### config.mk
export PLATFORM = sky130hd
export DESIGN_NAME = seq_div16x8
export DESIGN_NICKNAME = d
export VERILOG_FILES = /design/src/rtl/seq_div16x8.sv
export SDC_FILE = /design/constraint.sdc
export NUM_CORES = 1
export LEC_CHECK = 0
export BUFFER_PORTS_ARGS = -buffer_cell sky130_fd_sc_hd__buf_2
export CAP_MARGIN = 20
export CORE_UTILIZATION = 41
export CTS_BUF_LIST = sky130_fd_sc_hd__clkbuf_4
export DETAILED_ROUTE_END_ITERATION = 10
export PLACE_DENSITY = 0.65
export SYNTH_ARGS = -nofsm -noshare
export SYNTH_HDL_FRONTEND = slang
export SYNTH_SLANG_ARGS = --single-unit
### constraint.sdc
create_clock -name clk -period 1.7 [get_ports clk]
set_input_delay 0.17 -clock clk [delete_from_list [all_inputs] [get_ports clk]]
set_output_delay 0.17 -clock clk [all_outputs]
set_load 0.05 [all_outputs]
### src/rtl/seq_div16x8.sv
// -----------------------------------------------------------------------------
// seq_div16x8 -- sequential restoring divider, one quotient bit per clock.
//
// Divides a DW-bit dividend by a VW-bit divisor and returns a DW-bit quotient
// and a VW-bit remainder. Uses the same start / done_flag handshake as the 8x8
// sequential multiplier.
//
// Timing (unsigned build): the accept edge loads the operands. The next DW
// edges each produce one quotient bit. One more edge publishes the result, so
// done_flag rises DW+1 edges after the accept edge. Divide-by-zero skips the
// iterations and publishes on the edge after the accept edge.
//
// Optional feature, selected by the macro DIV_SIGNED_EN:
//   The operands are treated as two's complement. The magnitudes are divided
//   unsigned. A single FIX cycle then restores the signs: the quotient
//   truncates toward zero and the remainder takes the sign of the dividend.
//   Latency becomes DW+2.
//
// Ports:
//   clk          rising-edge clock
//   reset_a      asynchronous active-low reset
//   start        request; ignored while busy
//   dividend     DW-bit dividend, latched on accept
//   divisor      VW-bit divisor, latched on accept
//   quotient     DW-bit result quotient (registered, held while done_flag=1)
//   remainder    VW-bit result remainder (registered, held while done_flag=1)
//   done_flag    result valid; held until the next accepted start
//   busy         high from accept until the result is published
//   div_by_zero  set together with done_flag when the divisor was 0
// -----------------------------------------------------------------------------
module seq_div16x8 #(
  parameter int DW = 16,  // dividend / quotient width
  parameter int VW = 8    // divisor / remainder width, must not exceed DW
) (
  input  logic          clk,
  input  logic          reset_a,
  input  logic          start,
  input  logic [DW-1:0] dividend,
  input  logic [VW-1:0] divisor,
  output logic [DW-1:0] quotient,
  output logic [VW-1:0] remainder,
  output logic          done_flag,
  output logic          busy,
  output logic          div_by_zero
);

  localparam int CW = $clog2(DW);

`ifdef DIV_SIGNED_EN
  typedef enum logic [1:0] {IDLE = 2'd0, CALC = 2'd1, FIX = 2'd2, DONE = 2'd3} state_t;
`else
  typedef enum logic [1:0] {IDLE = 2'd0, CALC = 2'd1, DONE = 2'd3} state_t;
`endif

  state_t state, state_nxt;

  // Working registers
  logic [VW:0]   rem_q,   rem_d;    // partial remainder
  logic [DW-1:0] shift_q, shift_d;  // dividend bits shift out, quotient bits shift in
  logic [VW-1:0] dvs_q,   dvs_d;    // latched divisor (magnitude)
  logic [CW-1:0] cnt_q,   cnt_d;    // remaining iterations minus one
  logic          zero_q,  zero_d;   // latched divisor was zero

  // Output register next values
  logic [DW-1:0] quotient_d;
  logic [VW-1:0] remainder_d;
  logic          done_d, busy_d, dbz_d;

  logic          accept;
  logic [DW-1:0] dvd_mag;
  logic [VW-1:0] dvs_mag;
  logic [VW:0]   trial;
  logic          ge;

  // busy already covers CALC, FIX and the cycle that publishes the result,
  // so a start request in any of those cycles is ignored.
  assign accept = start && !busy;

`ifdef DIV_SIGNED_EN
  logic neg_q_q, neg_q_d;  // quotient must be negated
  logic neg_r_q, neg_r_d;  // remainder must be negated

  // -(-2^(DW-1)) wraps to 2^(DW-1), which is still the correct unsigned
  // magnitude, so the most negative operands need no special case.
  assign dvd_mag = dividend[DW-1] ? -dividend : dividend;
  assign dvs_mag = divisor[VW-1]  ? -divisor  : divisor;
`else
  assign dvd_mag = dividend;
  assign dvs_mag = divisor;
`endif

  assign trial = {rem_q[VW-1:0], shift_q[DW-1]};
  assign ge    = (trial >= {1'b0, dvs_q});

  // ---------------------------------------------------------------------------
  // State register
  // ---------------------------------------------------------------------------
  always_ff @(posedge clk or negedge reset_a) begin
    // NOTE: non-blocking assignments in clocked blocks keep every register
    // reading the pre-edge value of its neighbours, independent of block order.
    if (!reset_a) state <= IDLE;
    else          state <= state_nxt;
  end

  // ---------------------------------------------------------------------------
  // Next-state logic
  // ---------------------------------------------------------------------------
  always_comb begin
    // NOTE: a default assignment first means that every path assigns the
    // signal, so no latch is inferred.
    state_nxt = state;
    case (state)
      IDLE, DONE: if (accept) state_nxt = (divisor == '0) ? DONE : CALC;
`ifdef DIV_SIGNED_EN
      CALC:       if (cnt_q == '0) state_nxt = FIX;
      FIX:        state_nxt = DONE;
`else
      CALC:       if (cnt_q == '0) state_nxt = DONE;
`endif
      default:    state_nxt = IDLE;
    endcase
  end

  // ---------------------------------------------------------------------------
  // Datapath / output next values
  // ---------------------------------------------------------------------------
  always_comb begin
    rem_d       = rem_q;
    shift_d     = shift_q;
    dvs_d       = dvs_q;
    cnt_d       = cnt_q;
    zero_d      = zero_q;
    quotient_d  = quotient;
    remainder_d = remainder;
    done_d      = done_flag;
    busy_d      = busy;
    dbz_d       = div_by_zero;
`ifdef DIV_SIGNED_EN
    neg_q_d     = neg_q_q;
    neg_r_d     = neg_r_q;
`endif
    case (state)
      IDLE, DONE: begin
        if (accept) begin
          rem_d   = '0;
          shift_d = dvd_mag;
          dvs_d   = dvs_mag;
          cnt_d   = CW'(DW - 1);
          zero_d  = (divisor == '0);
          done_d  = 1'b0;
          dbz_d   = 1'b0;
          busy_d  = 1'b1;
`ifdef DIV_SIGNED_EN
          neg_q_d = dividend[DW-1] ^ divisor[VW-1];
          neg_r_d = dividend[DW-1];
`endif
        end else if (state == DONE && busy) begin
          // The first DONE cycle publishes the finished result.
          // The outputs then stay unchanged until the next accept.
          quotient_d  = zero_q ? '1 : shift_q;
          remainder_d = zero_q ? '0 : rem_q[VW-1:0];
          dbz_d       = zero_q;
          done_d      = 1'b1;
          busy_d      = 1'b0;
        end
      end
      CALC: begin
        rem_d   = ge ? (trial - {1'b0, dvs_q}) : trial;
        shift_d = {shift_q[DW-2:0], ge};
        cnt_d   = cnt_q - 1'b1;
      end
`ifdef DIV_SIGNED_EN
      FIX: begin
        shift_d = neg_q_q ? -shift_q : shift_q;
        rem_d   = neg_r_q ? -rem_q   : rem_q;
      end
`endif
      default: ;
    endcase
  end

  // ---------------------------------------------------------------------------
  // Datapath / output registers
  // ---------------------------------------------------------------------------
  always_ff @(posedge clk or negedge reset_a) begin
    // NOTE: every register is reset, including the working state. This makes
    // a reset in the middle of CALC leave no partial result behind.
    if (!reset_a) begin
      rem_q       <= '0;
      shift_q     <= '0;
      dvs_q       <= '0;
      cnt_q       <= '0;
      zero_q      <= 1'b0;
      quotient    <= '0;
      remainder   <= '0;
      done_flag   <= 1'b0;
      busy        <= 1'b0;
      div_by_zero <= 1'b0;
`ifdef DIV_SIGNED_EN
      neg_q_q     <= 1'b0;
      neg_r_q     <= 1'b0;
`endif
    end else begin
      rem_q       <= rem_d;
      shift_q     <= shift_d;
      dvs_q       <= dvs_d;
      cnt_q       <= cnt_d;
      zero_q      <= zero_d;
      quotient    <= quotient_d;
      remainder   <= remainder_d;
      done_flag   <= done_d;
      busy        <= busy_d;
      div_by_zero <= dbz_d;
`ifdef DIV_SIGNED_EN
      neg_q_q     <= neg_q_d;
      neg_r_q     <= neg_r_d;
`endif
    end
  end

endmodule

==> results.cfg <==
[outcome]
status = complete, but fails checks
violations = setup timing

[global_route]
grt_pass1_vias = 2720
grt_pass1_wl_microns = 12900
antenna_found_initial = 0
overflow = 0
track_usage = 0.196
grt_max_degree = 67

[flow_run]
drv_cap = 0

[place]
place.gp.congestion = 0.962
hpwl_microns = 5360
portBuffers = 53

[synthesis]
netlist.area_leader.share = 0.496
ys_seq_area_frac = 0.496
netlist_top_cells_count = dfrtp_1 (66), nand2_1 (66), o21ai_0 (50), nor2_1 (24), mux2i_1 (22)
mappedNetlistArea_sq_um = 3330
ys_dominant_reg_cell = dfrtp_1
yosysWarnings = 0
syn_nets = 392
synth-simple-area-share = 0.155
ys_ff_latch = 66
post_synth_fa_ha_maj_area_fraction = 0.0511
async_flop_share = 1.00
synth_area_leaders = dfrtp_1 (50%), o21ai_0 (7.5%), nand2_1 (7.4%)
syn_avg_cell_area_sq_um = 9.46
muxShareOfSynthArea = 0.0932
synth_top_family_by_area = simple AND/OR/NAND/NOR gates
synthXorXnorAreaFrac = 0.00789
synth_compound_area_frac = 0.148
synth_top_area_cell = dfrtp_1
synth_cells = 352
synth_edf_count = 0
yosysUniqueCellTypes = 45

[sta]
post-route-period-util = 1.11
fmax_ghz = 0.532
timing.hold.ws_ns = 0.0378
slew-limit-headroom = 0.672
layout_setup_ws_ns = -0.180
clock_skew_ns = 0.0182
maxSlewViolCount = 0
finalSetupViolations = 9
hold_violations = 0
layout_min_cycle_time_ns = 1.88
rsz0062_at_grt = true
tightest_slew_ns = 0.488

[clocking]
clkLatencyLatePin_ns = 0.42
cts_buffer_depth = 2
root_buffer = clkbuf_4
htreeDepth = 3
cts_buffers = 9
numClockSinks = 66
clkTransAtPathRegs_ns = 0.13
cts_tree = yes

[worst_setup_path]
slowest_delay_ns = 0.41
path_cells = inv_2 -> ha_4 -> a21oi_4 -> o221ai_4 -> a21oi_4 -> buf_12 -> mux2i_1 -> a22o_1
rr_worst_depth = 8
crit_type = register to register
slowest_stage = dfrtp_1
cp.arrival_ns = 2.24
critical_path.most_common_cell = a21oi_4
worstPathRequired_ns = 2.06
crit_fanout = 6
critPathLaunchType = register
worst_setup_path_end_kind = register

[floorplanning]
ios = 54
core_area_sq_um = 7810
start_util = 0.426
rows = 32
die_h_microns = 92.1
fp.dieW_microns = 92.1
design.die.area_sq_um = 8480

[final_layout]
multiInputGateArea_sq_um = 1730
fillCellCount = 665
diodes = 0
fin_nets = 495
seq_area_sq_um = 1650
synthToLayoutAreaGrowth_pct = 36.7
drive_gt1_frac = 0.357

[drt]
vias = 2838
drc_errors = 0
initialDrtViolationCount = 121
drt-total-wl_microns = 7940
vias_per_cell = 5.05
ant_nets = 0
first_pass_iters = 4
avgRoutedWirePerCell_microns = 14.1

[hold_path]
hold_depth = 3
hold_class = input port to register
-- worst max-delay path, delay by kind of cell, from the launching register on --
kind	cells	cell delay [ns]
buffers and inverters	2	0.23
adders and majority gates	1	0.23
DFF	1	0.41
AOI/OAI and AO/OA	4	0.71
muxes	1	0.22
-- metal layers --
| layer | up-vias | track usage | wire, microns |
|---|---|---|---|
| li1 | 1409 | - | - |
| met1 | 1332 | 0.260 | 3730 |
| met2 | 78 | 0.312 | 3660 |
| met3 | 19 | 0.0481 | 349 |
| met4 | 0 | 0.0690 | 189 |
| met5 | - | 0 | 0 |
-- flip-flops by register name, summed over array words and instances, names as in the netlist --
name         flops
cnt_q            4
remainder        8
shift_q         16
rem_q            8
dvs_q            8
zero_q           1
quotient        16
div_by_zero      1
busy             1
done_flag        1
state            2
-- stage by stage --
step | setup WS [ns] | instance area [sq um] | util | setup TNS (ns) | instances
2_1_floorplan | -0.00907 | 3370 | - | -0.00907 | 352
3_3_place_gp | -0.0398 | 4000 | 0.513 | -0.0540 | 523
3_5_place_dp | -0.124 | 4000 | 0.513 | -0.393 | 523
4_1_cts | -0.0735 | 4350 | 0.558 | -0.251 | 551
5_1_grt | -0.212 | 4550 | 0.583 | -1.54 | 562
6_report | -0.180 | 4550 | 0.583 | -0.879 | 562
-- placed cells by master, fill, tap and decap left out, types with 2 or more instances in the layout --
cell | netlist | layout
a211oi_1 | 2 | 2
a21o_1 | 2 | 2
a21oi_1 | 5 | 4
a21oi_2 | 4 | 2
a21oi_4 | 0 | 3
a22o_1 | 2 | 2
a31oi_1 | 2 | 2
buf_12 | 0 | 5
buf_2 | 6 | 53
buf_4 | 0 | 40
buf_6 | 1 | 3
clkbuf_4 | 0 | 9
clkinv_4 | 0 | 2
dfrtp_1 | 66 | 66
dlygate4sd3_1 | 0 | 9
ha_1 | 12 | 2
ha_4 | 0 | 9
inv_1 | 20 | 14
inv_2 | 0 | 6
inv_6 | 0 | 2
mux2_2 | 8 | 8
mux2i_1 | 22 | 22
nand2_1 | 66 | 66
nand3_1 | 8 | 6
nand3b_1 | 2 | 2
nand4b_1 | 2 | 2
nor2_1 | 24 | 23
nor2b_2 | 0 | 2
nor3_1 | 2 | 2
nor4_1 | 2 | 2
o21ai_0 | 50 | 48
o21ai_1 | 4 | 5
or2_2 | 3 | 3
-- kinds of logic after synthesis --
kind of cell,after synthesis
AND/OR/NAND/NOR,119
AO/OA/AOI/OAI,82
flip-flops,66
buffers and inverters,39
multiplexers,30
adder cells (fa/ha/maj),13
XOR/XNOR,3
-- layout make-up --
type / instances / area share
inverter: 20 / 0.0165
tap: 102 / 0.0281
sequential: 66 / 0.363
clock buffer: 9 / 0.0149
clock inverter: 7 / 0.0171
timing repair buffer: 111 / 0.179
multi-input combinational: 247 / 0.381
-- timing repair --
item                                    4_1_cts  5_1_grt
resized for setup                            13       24
endpoints found under the hold margin        73        1
pin swaps                                     8       23
endpoints found under the setup margin        8       37
hold buffers                                  8        1
cloned                                        0        1
buffers inserted                              4        9
-- final timing paths --
path / slack, ns / start / end
worst max-delay path: -0.18 / dvs_q[6] / rem_q[0]
worst min-delay path: 0.04 / dividend[8] / shift_q[8]
worst max register to register: -0.18 / dvs_q[6] / rem_q[0]
worst min register to register: 0.49 / quotient[9] / quotient[9]
max in group asynchronous: 1.13 / reset_a / shift_q[7]
min in group asynchronous: 0.26 / reset_a / shift_q[9]
Power is not shown: default switching activity piles up to over one toggle a cycle in this logic, so the estimate is an artifact.
